### config.mk
export PLATFORM = sky130hd
export DESIGN_NAME = data_mem_access_unit
export DESIGN_NICKNAME = d
export VERILOG_FILES = /design/src/rtl/data_mem_access_unit.sv
export SDC_FILE = /design/constraint.sdc
export NUM_CORES = 1
export LEC_CHECK = 0
export ABC_AREA = 1
export BUFFER_PORTS_ARGS = -buffer_cell sky130_fd_sc_hd__buf_2
export CAP_MARGIN = 20
export CORE_MARGIN = 2
export CORE_UTILIZATION = 35
export DETAILED_ROUTE_END_ITERATION = 7
export HOLD_SLACK_MARGIN = 0.02
export SKIP_CTS_REPAIR_TIMING = 1
export SLEW_MARGIN = 20
export SYNTH_ARGS = -nofsm -noshare
export SYNTH_HDL_FRONTEND = slang
export SYNTH_SLANG_ARGS = --single-unit
### constraint.sdc
create_clock -name clk -period 1.7 [get_ports clk]
set_input_delay 0.085 -clock clk [delete_from_list [all_inputs] [get_ports clk]]
set_output_delay 0.085 -clock clk [all_outputs]
set_load 0.005 [all_outputs]
### src/rtl/data_mem_access_unit.sv
// Load/store responder for the datapath: drives a word-addressed synchronous RAM with byte
// enables, splitting misaligned accesses into two word accesses, and returns extended load data.
module data_mem_access_unit #(
    parameter int MEM_LAT = 1
) (
    input  logic        clk,
    input  logic        rst,
    input  logic        req_valid,
    output logic        req_ready,
    input  logic        req_we,
    input  logic [2:0]  req_type,
    input  logic [31:0] req_addr,
    input  logic [31:0] req_wdata,
    output logic        rsp_valid,
    output logic [31:0] rsp_rdata,
    output logic        rsp_err,
    output logic        mem_en,
    output logic [3:0]  mem_we,
    output logic [29:0] mem_addr,
    output logic [31:0] mem_wdata,
    input  logic [31:0] mem_rdata
);

    typedef enum logic [2:0] {
        IDLE,
        ISSUE0,
        WAIT0,
        ISSUE1,
        WAIT1,
        RESP
    } state_t;

    localparam logic [2:0] TYPE_B  = 3'b000;
    localparam logic [2:0] TYPE_H  = 3'b001;
    localparam logic [2:0] TYPE_W  = 3'b010;
    localparam logic [2:0] TYPE_BU = 3'b100;
    localparam logic [2:0] TYPE_HU = 3'b101;

    localparam logic [1:0] LAST_CNT = 2'(MEM_LAT - 1);

    state_t      state_q, state_d;
    logic        we_q, we_d;
    logic [2:0]  type_q, type_d;
    logic [31:0] addr_q, addr_d;
    logic [31:0] wdata_q, wdata_d;
    logic        err_q, err_d;
    logic        split_q, split_d;
    logic [1:0]  cnt_q, cnt_d;
    logic [31:0] word0_q, word0_d;
    logic [31:0] rdata_q, rdata_d;

    logic        req_err;
    logic        req_split;
    logic [7:0]  lane_en;
    logic [63:0] lane_data;
    logic [63:0] store_data;

    function automatic logic [3:0] base_mask(input logic [2:0] t);
        logic [3:0] m;
        case (t[1:0])
            2'b00:   m = 4'b0001;
            2'b01:   m = 4'b0011;
            default: m = 4'b1111;
        endcase
        return m;
    endfunction

    // The two fetched words form a little-endian window that the byte offset slides across.
    function automatic logic [31:0] extract(input logic [63:0] words,
                                            input logic [1:0]  off,
                                            input logic [2:0]  typ);
        logic [31:0] sh;
        logic [31:0] r;
        sh = 32'(words >> {off, 3'b000});
        case (typ)
            TYPE_B:  r = {{24{sh[7]}}, sh[7:0]};
            TYPE_H:  r = {{16{sh[15]}}, sh[15:0]};
            TYPE_BU: r = {24'h000000, sh[7:0]};
            TYPE_HU: r = {16'h0000, sh[15:0]};
            default: r = sh;
        endcase
        return r;
    endfunction

    always_comb begin
        req_err   = 1'b1;
        req_split = 1'b0;
        case (req_type)
            TYPE_B, TYPE_H, TYPE_W: req_err = 1'b0;
            TYPE_BU, TYPE_HU:       req_err = req_we;
            default:                req_err = 1'b1;
        endcase
        case (req_type)
            TYPE_H, TYPE_HU: req_split = (req_addr[1:0] == 2'b11);
            TYPE_W:          req_split = (req_addr[1:0] != 2'b00);
            default:         req_split = 1'b0;
        endcase
    end

    // Store lanes span two words; lanes 3:0 feed the first access and 7:4 the second.
    always_comb begin
        lane_en    = {4'b0000, base_mask(type_q)} << addr_q[1:0];
        lane_data  = {32'h00000000, wdata_q} << {addr_q[1:0], 3'b000};
        store_data = '0;
        for (int i = 0; i < 8; i++) begin
            if (lane_en[i]) begin
                store_data[8*i +: 8] = lane_data[8*i +: 8];
            end
        end
    end

    always_ff @(posedge clk) begin
        if (rst) begin
            state_q <= IDLE;
            we_q    <= 1'b0;
            type_q  <= '0;
            addr_q  <= '0;
            wdata_q <= '0;
            err_q   <= 1'b0;
            split_q <= 1'b0;
            cnt_q   <= '0;
            word0_q <= '0;
            rdata_q <= '0;
        end else begin
            state_q <= state_d;
            we_q    <= we_d;
            type_q  <= type_d;
            addr_q  <= addr_d;
            wdata_q <= wdata_d;
            err_q   <= err_d;
            split_q <= split_d;
            cnt_q   <= cnt_d;
            word0_q <= word0_d;
            rdata_q <= rdata_d;
        end
    end

    always_comb begin
        state_d   = state_q;
        we_d      = we_q;
        type_d    = type_q;
        addr_d    = addr_q;
        wdata_d   = wdata_q;
        err_d     = err_q;
        split_d   = split_q;
        cnt_d     = cnt_q;
        word0_d   = word0_q;
        rdata_d   = rdata_q;
        req_ready = 1'b0;
        rsp_valid = 1'b0;
        rsp_err   = 1'b0;
        mem_en    = 1'b0;
        mem_we    = '0;
        mem_addr  = '0;
        mem_wdata = '0;

        case (state_q)
            IDLE: begin
                req_ready = !rst;
                if (req_valid && req_ready) begin
                    we_d    = req_we;
                    type_d  = req_type;
                    addr_d  = req_addr;
                    wdata_d = req_wdata;
                    err_d   = req_err;
                    split_d = req_split && !req_err;
                    if (req_err) begin
                        rdata_d = '0;
                        state_d = RESP;
                    end else begin
                        state_d = ISSUE0;
                    end
                end
            end
            ISSUE0: begin
                mem_en   = 1'b1;
                mem_addr = addr_q[31:2];
                cnt_d    = '0;
                if (we_q) begin
                    mem_we    = lane_en[3:0];
                    mem_wdata = store_data[31:0];
                    if (split_q) begin
                        state_d = ISSUE1;
                    end else begin
                        rdata_d = '0;
                        state_d = RESP;
                    end
                end else begin
                    state_d = WAIT0;
                end
            end
            WAIT0: begin
                cnt_d = cnt_q + 2'd1;
                if (cnt_q == LAST_CNT) begin
                    if (split_q) begin
                        word0_d = mem_rdata;
                        state_d = ISSUE1;
                    end else begin
                        rdata_d = extract({32'h00000000, mem_rdata}, addr_q[1:0], type_q);
                        state_d = RESP;
                    end
                end
            end
            ISSUE1: begin
                mem_en   = 1'b1;
                mem_addr = addr_q[31:2] + 30'd1;
                cnt_d    = '0;
                if (we_q) begin
                    mem_we    = lane_en[7:4];
                    mem_wdata = store_data[63:32];
                    rdata_d   = '0;
                    state_d   = RESP;
                end else begin
                    state_d = WAIT1;
                end
            end
            WAIT1: begin
                cnt_d = cnt_q + 2'd1;
                if (cnt_q == LAST_CNT) begin
                    rdata_d = extract({mem_rdata, word0_q}, addr_q[1:0], type_q);
                    state_d = RESP;
                end
            end
            RESP: begin
                rsp_valid = 1'b1;
                rsp_err   = err_q;
                state_d   = IDLE;
            end
            default: begin
                state_d = IDLE;
            end
        endcase
    end

    assign rsp_rdata = rdata_q;

endmodule

==> flow_summary.json <==
{
  "nFillCells": 2411,
  "die_y_um": 164,
  "fin_crit_sh_pct": 122,
  "port_buffers": 204,
  "worst_clock_skew_ns": 0.00954,
  "path_cells": "inv_4 > nor2_4 > inv_2 > nor2_4 > nand4_4 > clkbuf_16 > o22ai_2 > buf_2",
  "violations": "negative hold slack, negative setup slack",
  "drtIter0Drc": 992,
  "drc": 0,
  "root_buffer": "clkbuf_16",
  "grt_max_degree": 72,
  "synth-seq-area-share_pct": 31.1,
  "clk_path_buf_depth": 2,
  "wl_per_cell_um": 16.4,
  "maxSlewViolCount": 0,
  "hold_viol": 8,
  "nets": 1904,
  "timing.rr.end": "rsp_rdata[9]$_SDFFE_PP0P_",
  "slowest_stage": "dfxtp_4",
  "worstHoldStart": "req_addr[31]",
  "maxSlewHeadroom_pct": 61.9,
  "whs_ns": -0.0234,
  "power.leakage_uw": 0.00599,
  "grt_pass1_wl_um": 50100,
  "core_um2": 25200,
  "crit_family": "simple AND/OR/NAND/NOR gates",
  "peakVddDrop_mv": 0.575,
  "place_ws_ns": -0.0485,
  "cts_tree": "done",
  "synth_nets": 1581,
  "start_kind": "flop",
  "syn_inst": 1476,
  "synth.ff_latch_count": 139,
  "cts_buffers": 17,
  "synth.distinct_cells": 35,
  "seq_area_um2": 2830,
  "hold_path_class": "in -> reg",
  "hpwlAfterDp_um": 23400,
  "critPathCaptureType": "output pin",
  "grt_usage_pct": 23.4,
  "cts-htree-levels": 4,
  "crit_top_cell": "nor2_4",
  "power_density_nw_per_um2": 986,
  "die_area_um2": 26900,
  "drt_wl_total_um": 35200,
  "multi_input_area_um2": 5910,
  "clk_pin_slew_ns": 0.06,
  "yosys_warnings": 0,
  "utilization_pct": 53.3,
  "drv_cap": 0,
  "place_congestion": 0.935,
  "setup_tns_ns": -16.90,
  "vias": 11500,
  "antenna_found_initial": 2,
  "period_needed_ns": 2.08,
  "placementRows": 58,
  "grt-ovfl-total": 0,
  "clock_latency_ns": 0.43,
  "synth.avg_cell_area_um2": 6.07,
  "synth_top_cell_area_share_pct": 31.1,
  "critical_path_required_ns": 1.62,
  "r2r_start": "state_q[0]$_SDFFE_PP0P_",
  "synth_area_um2": 8960,
  "viasPerCell": 5.34,
  "cts_sinks": 139,
  "status": "finished, violations left",
  "worstSetupPathType": "reg -> out",
  "cp_num_buf_inv": 4,
  "drive_gt1_share_pct": 30.0,
  "yosysTopAreaCell": "dfxtp_1",
  "firstDrtPassIters": 6,
  "crit_fanout": 5,
  "clock.fmax_mhz": 482,
  "start_util_pct": 35.6,
  "r2r_cells": 11,
  "detail-route-antenna-nets": 0,
  "cp.arrival_ns": 1.99,
  "finalWorstSetupSlack_ns": -0.376,
  "setup_viol": 77,
  "grt_setup_unrepaired": "true",
  "grt_pass1_vias": 9984,
  "max_stage_delay_ns": 0.36,
  "ff2ff_setup_slack_ns": -0.07,
  "hold_depth": 3,
  "synthTopCellsByArea": "dfxtp_1, nand2_1, nand3_1, o21ai_0, inv_1",
  "fp.dieW_um": 164,
  "io_pins": 205,
  "holdPathEnd": "addr_q[31]$_SDFFE_PP0P_",
  "worst-slew-pin-transition_ns": 0.569,
  "syn2layout_area_growth_pct": 49.9
}
-- sequential cells by signal, indices dropped and copies added (netlist names) --
signal and cells:
split_q 1, cnt_q 2, type_q 3, wdata_q 32, rsp_rdata 32, addr_q 32, err_q 1, word0_q 32
state_q 3, we_q 1
-- power by group --
group	switching, uW	leakage [uW]	internal (uW)
Sequential	336	0.00115	3810
Clock	1650	0.000267	1980
Combinational	3270	0.00458	2200
-- metal layers --
layer	share of wire (%)	vias up	track usage, %
li1	-	5578	-
met1	42	5273	29.2
met2	47	516	38.9
met3	7.1	86	5.30
met4	3.1	2	9.41
met5	0.034	-	0
-- cell usage in the layout, fill, tap and decap left out, types with 5 or more instances in the layout --
master	netlist	routed
a211oi_2	0	5
a21oi_1	113	110
a22oi_1	8	8
buf_12	0	17
buf_2	29	203
buf_4	8	83
buf_6	4	13
clkbuf_16	0	27
clkinvlp_4	0	5
dfxtp_1	139	118
dfxtp_2	0	13
dfxtp_4	0	8
dlygate4sd3_1	0	72
inv_1	151	135
inv_2	8	18
inv_6	0	6
nand2_1	352	328
nand2_2	3	15
nand2_4	0	12
nand3_1	205	196
nand3_2	3	8
nand3_4	2	7
nand4_1	6	6
nor2_1	86	68
nor2_2	5	8
nor2_4	4	19
nor3_2	1	17
nor3_4	0	6
o211ai_1	10	10
o21ai_0	201	173
o21ai_1	5	23
o21ai_2	0	10
o22ai_1	27	5
o22ai_2	0	19
xor2_1	6	6
-- cell usage after synthesis (all sizes together) --
master / instances
clkbuf: 47
a211oi: 5
o21ai: 206
nand4: 8
a22oi: 8
nand2: 355
a21oi: 113
dfxtp: 139
and2: 1
o211ai: 11
o21bai: 1
buf: 49
inv: 160
nor3: 27
xor2: 6
o22ai: 27
o21a: 4
nor2: 95
ha: 2
nand3: 210
a31oi: 2
-- kinds of logic (layout without fill, tap and decap cells) --
family	count (synthesis)	count (layout)	share of synthesized area (%)
AND/OR/NAND/NOR	696	698	33.9
AO/OA/AOI/OAI	377	377	22.3
other	0	2	0
flip-flops	139	139	31.1
XOR/XNOR	6	6	0.587
adder cells (fa/ha/maj)	2	2	0.279
buffers and inverters	256	590	11.8
-- worst min-delay path, cell delays in order --
cell	delay (ns)
buf_2	0.08
o21ai_0	0.09
a21oi_1	0.12
-- worst max path at each step --
| stage | from | endpoint | slack, ns | cells after the start |
|---|---|---|---|---|
| after floorplan | cnt_q[0]$_SDFFE_PP0P_ | rsp_rdata[0]$_SDFFE_PP0P_ | 0.20 | 11 |
| after global placement | addr_q[2]$_SDFFE_PP0P_ | mem_addr[20] | -0.03 | 11 |
| after detailed placement | state_q[0]$_SDFFE_PP0P_ | mem_wdata[31] | -0.05 | 7 |
| after CTS | state_q[0]$_SDFFE_PP0P_ | mem_wdata[31] | -0.51 | 7 |
| after global routing | state_q[0]$_SDFFE_PP0P_ | mem_wdata[16] | -0.44 | 8 |
| final | state_q[0]$_SDFFE_PP0P_ | mem_wdata[16] | -0.38 | 8 |
-- stage by stage --
step | hold slack (ns) | std cells | cell area, um^2 | total power, uW
floorplan | 0.198 | 1476 | 8960 | 6980
global placement | 0.288 | 2000 | 10800 | 8620
detailed placement | 0.291 | 2000 | 10800 | 8660
CTS | -0.160 | 2032 | 11300 | 12300
global route | 0.0202 | 2142 | 13400 | 14100
finish | -0.0234 | 2144 | 13400 | 13200
-- layout make-up --
cell class	count	share of cell area, %
antenna	2	0.0373
sequential	139	21.1
multi-input combinational	1083	44.0
clock inverter	14	0.838
tap	330	3.07
inverter	160	4.65
clock buffer	18	3.35
timing repair buffer	398	23.0
(Power assumes the default switching activity.)
